==> src/rtl/mips_pkg.sv <==
// rtl/mips_pkg.sv - shared encodings and instruction field slices for the single-cycle MIPS core
package mips_pkg;

    // Sequencer state encoding; also visible on the state port
    localparam logic [1:0] ST_IDLE = 2'b00;
    localparam logic [1:0] ST_RUN  = 2'b01;
    localparam logic [1:0] ST_STEP = 2'b10;
    localparam logic [1:0] ST_HALT = 2'b11;

    localparam logic [5:0] HALT_OPCODE_DEFAULT = 6'h3F;

    // Instruction field boundaries
    localparam int OPCODE_MSB = 31;
    localparam int OPCODE_LSB = 26;
    localparam int JADDR_MSB  = 25;
    localparam int IMM_MSB    = 15;

    // Byte offset of a branch: sign-extended word displacement shifted left by two
    function automatic logic [31:0] branch_offset(input logic [31:0] instr);
        return {{14{instr[IMM_MSB]}}, instr[IMM_MSB:0], 2'b00};
    endfunction

endpackage

==> src/rtl/next_pc_calc.sv <==
// rtl/next_pc_calc.sv - combinational next-PC selection from jump, branch and zero flag
module next_pc_calc
    import mips_pkg::*;
(
    input  logic [31:0] pc,
    input  logic [31:0] instr,
    input  logic        branch,
    input  logic        jump,
    input  logic        zflag,
    output logic [31:0] next_pc
);

    logic [31:0] pc_plus4;
    logic [31:0] jump_target;
    logic [31:0] branch_target;
    logic        unused_opcode;

    assign pc_plus4      = pc + 32'd4;
    assign jump_target   = {pc_plus4[31:28], instr[JADDR_MSB:0], 2'b00};
    assign branch_target = pc_plus4 + branch_offset(instr);

    // The opcode field is decoded by the control unit, not here
    assign unused_opcode = ^instr[OPCODE_MSB:OPCODE_LSB];

    always_comb begin
        next_pc = pc_plus4;
        if (jump) begin
            next_pc = jump_target;
        end else if (branch && zflag) begin
            next_pc = branch_target;
        end
    end

endmodule

==> src/rtl/pc_sequencer.sv <==
// rtl/pc_sequencer.sv - program counter owner and run/step/halt sequencer for the MIPS core
module pc_sequencer
    import mips_pkg::*;
#(
    parameter logic [31:0] RESET_VECTOR = 32'h0000_0000,
    parameter logic [5:0]  HALT_OPCODE  = HALT_OPCODE_DEFAULT,
    parameter int          CNT_WIDTH    = 32
) (
    input  logic                 CLK,
    input  logic                 reset,
    input  logic                 run_req,
    input  logic                 step_req,
    input  logic                 halt_req,
    input  logic [31:0]          instr,
    input  logic                 branch,
    input  logic                 jump,
    input  logic                 zflag,
    output logic [31:0]          pc,
    output logic                 commit_en,
    output logic [1:0]           state,
    output logic                 halted,
    output logic [CNT_WIDTH-1:0] cycle_count,
    output logic [CNT_WIDTH-1:0] instret_count
);

    localparam logic [31:0] RESET_PC = {RESET_VECTOR[31:2], 2'b00};

    logic [31:0] next_pc;
    logic [1:0]  state_next;
    logic        is_halt;
    logic        exec;

    next_pc_calc u_next_pc_calc (
        .pc      (pc),
        .instr   (instr),
        .branch  (branch),
        .jump    (jump),
        .zflag   (zflag),
        .next_pc (next_pc)
    );

    assign is_halt   = (instr[OPCODE_MSB:OPCODE_LSB] == HALT_OPCODE);
    assign exec      = (state == ST_RUN) || (state == ST_STEP);
    assign commit_en = exec && !is_halt;
    assign halted    = (state == ST_HALT);

    // halt_req outranks step_req, which outranks run_req; RUN ignores step_req
    always_comb begin
        state_next = state;
        case (state)
            ST_IDLE, ST_HALT: begin
                if (halt_req) begin
                    state_next = state;
                end else if (step_req) begin
                    state_next = ST_STEP;
                end else if (run_req) begin
                    state_next = ST_RUN;
                end
            end
            ST_RUN: begin
                if (is_halt || halt_req) begin
                    state_next = ST_HALT;
                end
            end
            ST_STEP: begin
                state_next = ST_HALT;
            end
            default: begin
                state_next = ST_IDLE;
            end
        endcase
    end

    always_ff @(posedge CLK) begin
        if (reset) begin
            state <= ST_IDLE;
        end else begin
            state <= state_next;
        end
    end

    always_ff @(posedge CLK) begin
        if (reset) begin
            pc <= RESET_PC;
        end else if (commit_en) begin
            pc <= {next_pc[31:2], 2'b00};
        end
    end

    always_ff @(posedge CLK) begin
        if (reset) begin
            cycle_count   <= '0;
            instret_count <= '0;
        end else begin
            if (exec) begin
                cycle_count <= cycle_count + CNT_WIDTH'(1);
            end
            if (commit_en) begin
                instret_count <= instret_count + CNT_WIDTH'(1);
            end
        end
    end

endmodule

==> config.mk <==
export PLATFORM = sky130hd
export DESIGN_NAME = pc_sequencer
export DESIGN_NICKNAME = d
export VERILOG_FILES = /design/src/rtl/mips_pkg.sv /design/src/rtl/next_pc_calc.sv /design/src/rtl/pc_sequencer.sv
export SDC_FILE = /design/constraint.sdc
export NUM_CORES = 1
export LEC_CHECK = 0
export BUFFER_PORTS_ARGS = -buffer_cell sky130_fd_sc_hd__buf_2
export CAP_MARGIN = 20
export CORE_AREA = 2 2 133 135
export DETAILED_ROUTE_END_ITERATION = 8
export DIE_AREA = 0 0 135 137
export PLACE_DENSITY = 0.59
export SLEW_MARGIN = 20
export SYNTH_ARGS = -nofsm -noshare
export SYNTH_HDL_FRONTEND = slang
export SYNTH_SLANG_ARGS = --single-unit
==> constraint.sdc <==
create_clock -name CLK -period 4.08 [get_ports CLK]
set_clock_uncertainty 0.1 [all_clocks]
set_input_delay 0.408 -clock CLK [delete_from_list [all_inputs] [get_ports CLK]]
set_output_delay 0.408 -clock CLK [all_outputs]
set_load 0.05 [all_outputs]
-- Word level (Yosys, flattened, before mapping)
Cells that the tools add are included.
- reductions and logical operators: 8
- order comparisons: 0
- divide/modulo/power cells: 0
- shifts and indexed selects: 0
- mux-type cells: 7
- add/sub/neg operators: 4
- multiply operators: 0
- equality and inequality tests: 7
- bitwise logic cells: 0
- operators with widths (cell ; count):
    $add A32 B1 Y32 const B ; 2
    $mux W32 ; 2
    $add A32 B3 Y32 const B ; 1
    $add A32 B32 Y32 ; 1
    $mux W2 ; 4
    $eq A6 B6 Y1 const B ; 1
    $pmux W2 S3 ; 1
    $eq A2 B2 Y1 const B ; 2
    $ne A3 B3 Y1 const B ; 1
    $reduce_and A3 Y1 ; 1
    $eq A2 B1 Y1 const B ; 1
    $logic_and A1 B1 Y1 ; 2
    $logic_not A2 Y1 ; 1
    $logic_or A1 B1 Y1 ; 2
    $ne A2 B1 Y1 const B ; 1
    $ne A2 B2 Y1 const B ; 1
    $reduce_or A2 Y1 ; 1
    $logic_not A1 Y1 ; 1
- word-level logic and storage cells: 30
- memory bits (writable): 0
- latch bits: 0
- register bits after elaboration: 96
- bits of input ports: 40
- memories kept: 0
- ROM bits: 0

-- Longest topological paths before layout
- depth after elaboration: 4
- gate-level depth with buffers: 17
- gate-level depth less buffers: 16

-- Modules after synthesis
A second synthesis with hierarchy kept.
- cells, all modules: 899
- area, all modules: 6844.1 µm²
- modules (own cells, without submodules) (module ; area each (µm²) ; times used ; cells an instance ; seq. area each (µm²)):
    pc_sequencer ; 4030.1 ; 1 ; 474 ; 1921.8
    next_pc_calc ; 2813.9 ; 1 ; 425 ; 0.0

-- Least setup slack after synthesis
No wires, ideal clock.
- path type: flip-flop to flip-flop
- start point: register pc[8]
- end point: register pc[31]
- data arrival time: 3.910 ns
- library setup time: 0.123 ns
- slack: -0.054 ns
- required time: 3.857 ns
- stages on the path, launching flop included: 18
- period minus slack after synthesis: 4.134 ns
- path through: dfxtp_1 and4_1 and4_4 nand3_4 nor3_1 nand3_1 xnor2_1 ha_1 clkbuf_1 a21o_1 a21o_1 a21oi_1 and3_1 a21oi_1 o21ai_1 mux2i_1 mux2i_1 mux2_1
- longest elaborated chain between the ends: 4
- ends and longest elaborated chain (element ; line ; source):
    from (decl) ; pc_sequencer.sv:18 ; output logic [31:0] pc,
    from (signal assigned) ; pc_sequencer.sv:86 ; pc <= {next_pc[31:2], 2'b00};
    $add A32 B3 Y32 (*) ; next_pc_calc.sv:18 ; assign pc_plus4 = pc + 32'd4;
    $add A32 B32 Y32 ; next_pc_calc.sv:20 ; assign branch_target = pc_plus4 + branch_offset(instr);
    $mux W32 ; next_pc_calc.sv:29 ; end else if (branch && zflag) begin
    $mux W32 (*) ; next_pc_calc.sv:27 ; if (jump) begin
Every way passes the cells marked *; elsewhere a longest branch is shown, timed or not.
A chain may end at the register's enable or synchronous reset.

-- Worst setup path in the final report
Ends and elaborated chain as after synthesis.

==> metrics.yaml <==
timing:
  worst_slack_ps: 241
  hold_violations: 0
  max_slew_margin_pct: 46.6
  slew_violations: 0
  finalSetupViolCount: 0
  layout_min_cycle_time_ps: 3840
  holdWs_ps: 232
  tightestPinTransition_ps: 802
  finalCritPeriodShare_pct: 94.1
  fmax_ghz: 0.261
floorplanning:
  core_um2: 17100
  row_count: 48
  initial_core_util_pct: 39.4
  die_w_um: 135
  fp.dieArea_um2: 18500
  io_pins: 140
  die_height_um: 137
drt:
  drt_iter0_markers: 432
  finalWirelength_um: 19700
  drc: 0
  via_count: 6586
  routed_via_density: 5.38
  first_pass_iters: 5
  postRouteAntennaNets: 0
  routedWlPerCell_um: 16.1
critical_path:
  cp_max_fo: 8
  cp-start-kind: "flip-flop"
  required_ps: 4220
  cp_data_arrival_time_ps: 3970
  cp_cell_sequence: "and4_1 > and4_4 > nand3_4 > nor3_1 > nand3_1 > xnor2_1 > ha_1 > a21o_1 > a21o_1 > a21oi_2 > and3_1 > a21oi_1 > o21ai_1 > mux2i_1 > mux2i_1 > mux2_1"
  r2r_end: "pc[31]"
  critPathKind: "reg2reg"
  end_kind: "flip-flop"
  rrSetupSlack_ps: 240
  ff2ff_path_depth: 16
  cp_slowest_cell: "dfxtp_2"
  slowest_delay_ps: 390
  reg2reg_from: "pc[8]"
clock_tree:
  root_buffer: "clkbuf_16"
  clock_sinks: 96
  post-cts-setup-buffers: 0
  worst_skew_pair.late_latency_ps: 350
  cts_hold_buf: 0
  cts_buffers: 9
  cts_buffer_depth: 2
  h-tree-depth: 3
  cts_tree: "done"
  clk_pin_slew_worst_paths_ps: 80
  cts.repair.resized: 0
layout:
  fillCellCount: 1758
  drive_gt1_share_pct: 20.5
  diodes: 0
  nets: 1076
  syn2layout_area_growth_pct: 19.2
  multi_input_area_um2: 4610
  regArea_um2: 1930
hold_path:
  hold_depth: 3
  hp-class: "in2reg"
  hold-path-endpoint: "pc[21]"
  hp-start: "instr[19]"
yosys:
  synth_warnings: 0
  synthesis.instances: 863
  synth_top_area_share_pct: 28.6
  synth.avg_cell_area_um2: 7.79
  yosysSeqAreaShare_pct: 28.6
  yosysTopAreaCell: "dfxtp_1"
  ys_types: 75
  async_flop_share_pct: 0
  synth-edff-count: 0
  ys.flop_type: "dfxtp_1"
  synthTopCellsByArea: "dfxtp_1, ha_1, xnor2_1, xor2_1, nor2_1"
  synth_area_um2: 6720
  ys_seq_elements: 96
placement:
  hpwl_um: 14900
  port_buffers: 137
  preCtsSetupSlack_ps: 183
  gp_congestion: 0.929
global_route:
  antenna_found_initial: 0
  grt_overflow: 0
  grt_max_degree: 57
  grt_pass1_vias: 5914
  grt_pass1_wl_um: 31000
  track_usage_pct: 20.9
power_and_ir_drop:
  p_leak_nw: 3.55
  ir_drop_mv: 0.469
  powerDensity_nw_per_um2: 601
outcome:
  status: "finished clean"
flow_run:
  max-cap-violations: 0
-- worst max-delay path, delay by kind of cell, from the launching register on --
family                     cells  cell delay, ps
and+or+nand+nor                6            1230
muxes                          3             800
AOI/OAI and AO/OA              5             720
DFF                            1             390
adders and majority gates      1             280
xor gates and xnor gates       1             210
-- power by group --
| group | internal, W | switching, W |
|---|---|---|
| logic | 0.000905 | 0.00179 |
| clock network | 0.000432 | 0.000427 |
| registers | 0.00108 | 0.000182 |
-- layer usage --
metal,routed length (µm),GRT usage [%],vias up
met1,9400,28.7,3070
met5,0,0,-
met3,1050,3.81,25
li1,-,-,3321
met4,431,6.89,0
met2,8810,33.0,170
-- cells by family (layout without fill, tap and decap cells) --
logic type	Yosys count	after routing	share of synthesized area [%]
AO/OA/AOI/OAI	197	197	18.5
XOR/XNOR	97	97	12.6
adder cells (fa/ha/maj)	42	42	7.93
buffers and inverters	55	190	3.26
flip-flops	96	96	28.6
multiplexers	10	10	1.51
other	1	2	0.0558
AND/OR/NAND/NOR	365	365	27.5
-- synthesized netlist by cell type, types with 2 or more instances --
library cell,number
nor2_1,104
dfxtp_1,96
nand2_1,94
a21oi_1,66
xnor2_1,49
xor2_1,48
nand3_1,44
o21ai_0,43
ha_1,41
clkbuf_1,27
a21o_1,24
or3_1,24
nand4_1,22
inv_1,16
o211ai_1,14
and3_1,13
nor3_1,13
mux2i_1,9
a211oi_1,8
and4_1,8
a31oi_1,7
nor2b_1,6
and2_1,5
o21ai_1,5
buf_1,4
nor3_2,4
a31o_2,3
buf_2,3
nand2b_1,3
nand3b_1,3
nor3b_1,3
a22o_1,2
a22oi_1,2
a32o_1,2
and4_4,2
buf_4,2
nor3_4,2
o21a_1,2
o21bai_1,2
o22a_1,2
o31a_1,2
-- stage by stage --
step | area, µm² | power [W] | instances | utilization, % | setup TNS (ps)
finish | 8010 | 0.00481 | 1224 | 47.0 | 0
global route | 8010 | 0.00515 | 1224 | 47.0 | -0.255
CTS | 7990 | 0.00482 | 1224 | 46.8 | 0
detailed placement | 7690 | 0.00395 | 1208 | 45.1 | 0
global placement | 7690 | 0.00395 | 1208 | 45.1 | 0
floorplan | 6730 | 0.00325 | 864 | - | 0
-- cells in the final DEF, fill, tap and decap left out, types with 14 or more instances in the layout --
cell and n:
inv_1 16, xnor2_1 47, o211ai_1 14, or3_1 24, nand3_1 44, nor2_1 104, a21o_1 24, ha_1 41
dfxtp_1 92, nand2_1 94, nand4_1 22, buf_2 137, buf_4 19, o21ai_0 43, xor2_1 48, a21oi_1 65
-- worst max path at each step --
stage / startpoint / to / slack (ps) / depth (start not counted)
floorplan: pc[17] / pc[31] / 1 / 17
global placement: pc[8] / pc[31] / 240 / 16
detailed placement: pc[8] / pc[31] / 180 / 16
CTS: pc[8] / pc[31] / 180 / 16
global route: pc[8] / pc[31] / -0.3 / 16
finish: pc[8] / pc[31] / 240 / 16
-- flip-flops by register name, summed over array words and instances, names as in the netlist --
| name | cells |
|---|---|
| cycle_count | 32 |
| instret_count | 32 |
| pc | 30 |
| state | 2 |
-- layout make-up --
type | count | share of cell area, %
multi-input combinational | 713 | 57.6
tap | 225 | 3.51
clock buffer | 9 | 2.81
timing repair buffer | 156 | 10.3
inverter | 18 | 0.843
clock inverter | 7 | 0.890
sequential | 96 | 24.0
No activity file was read; power rests on OpenSTA's default activity.
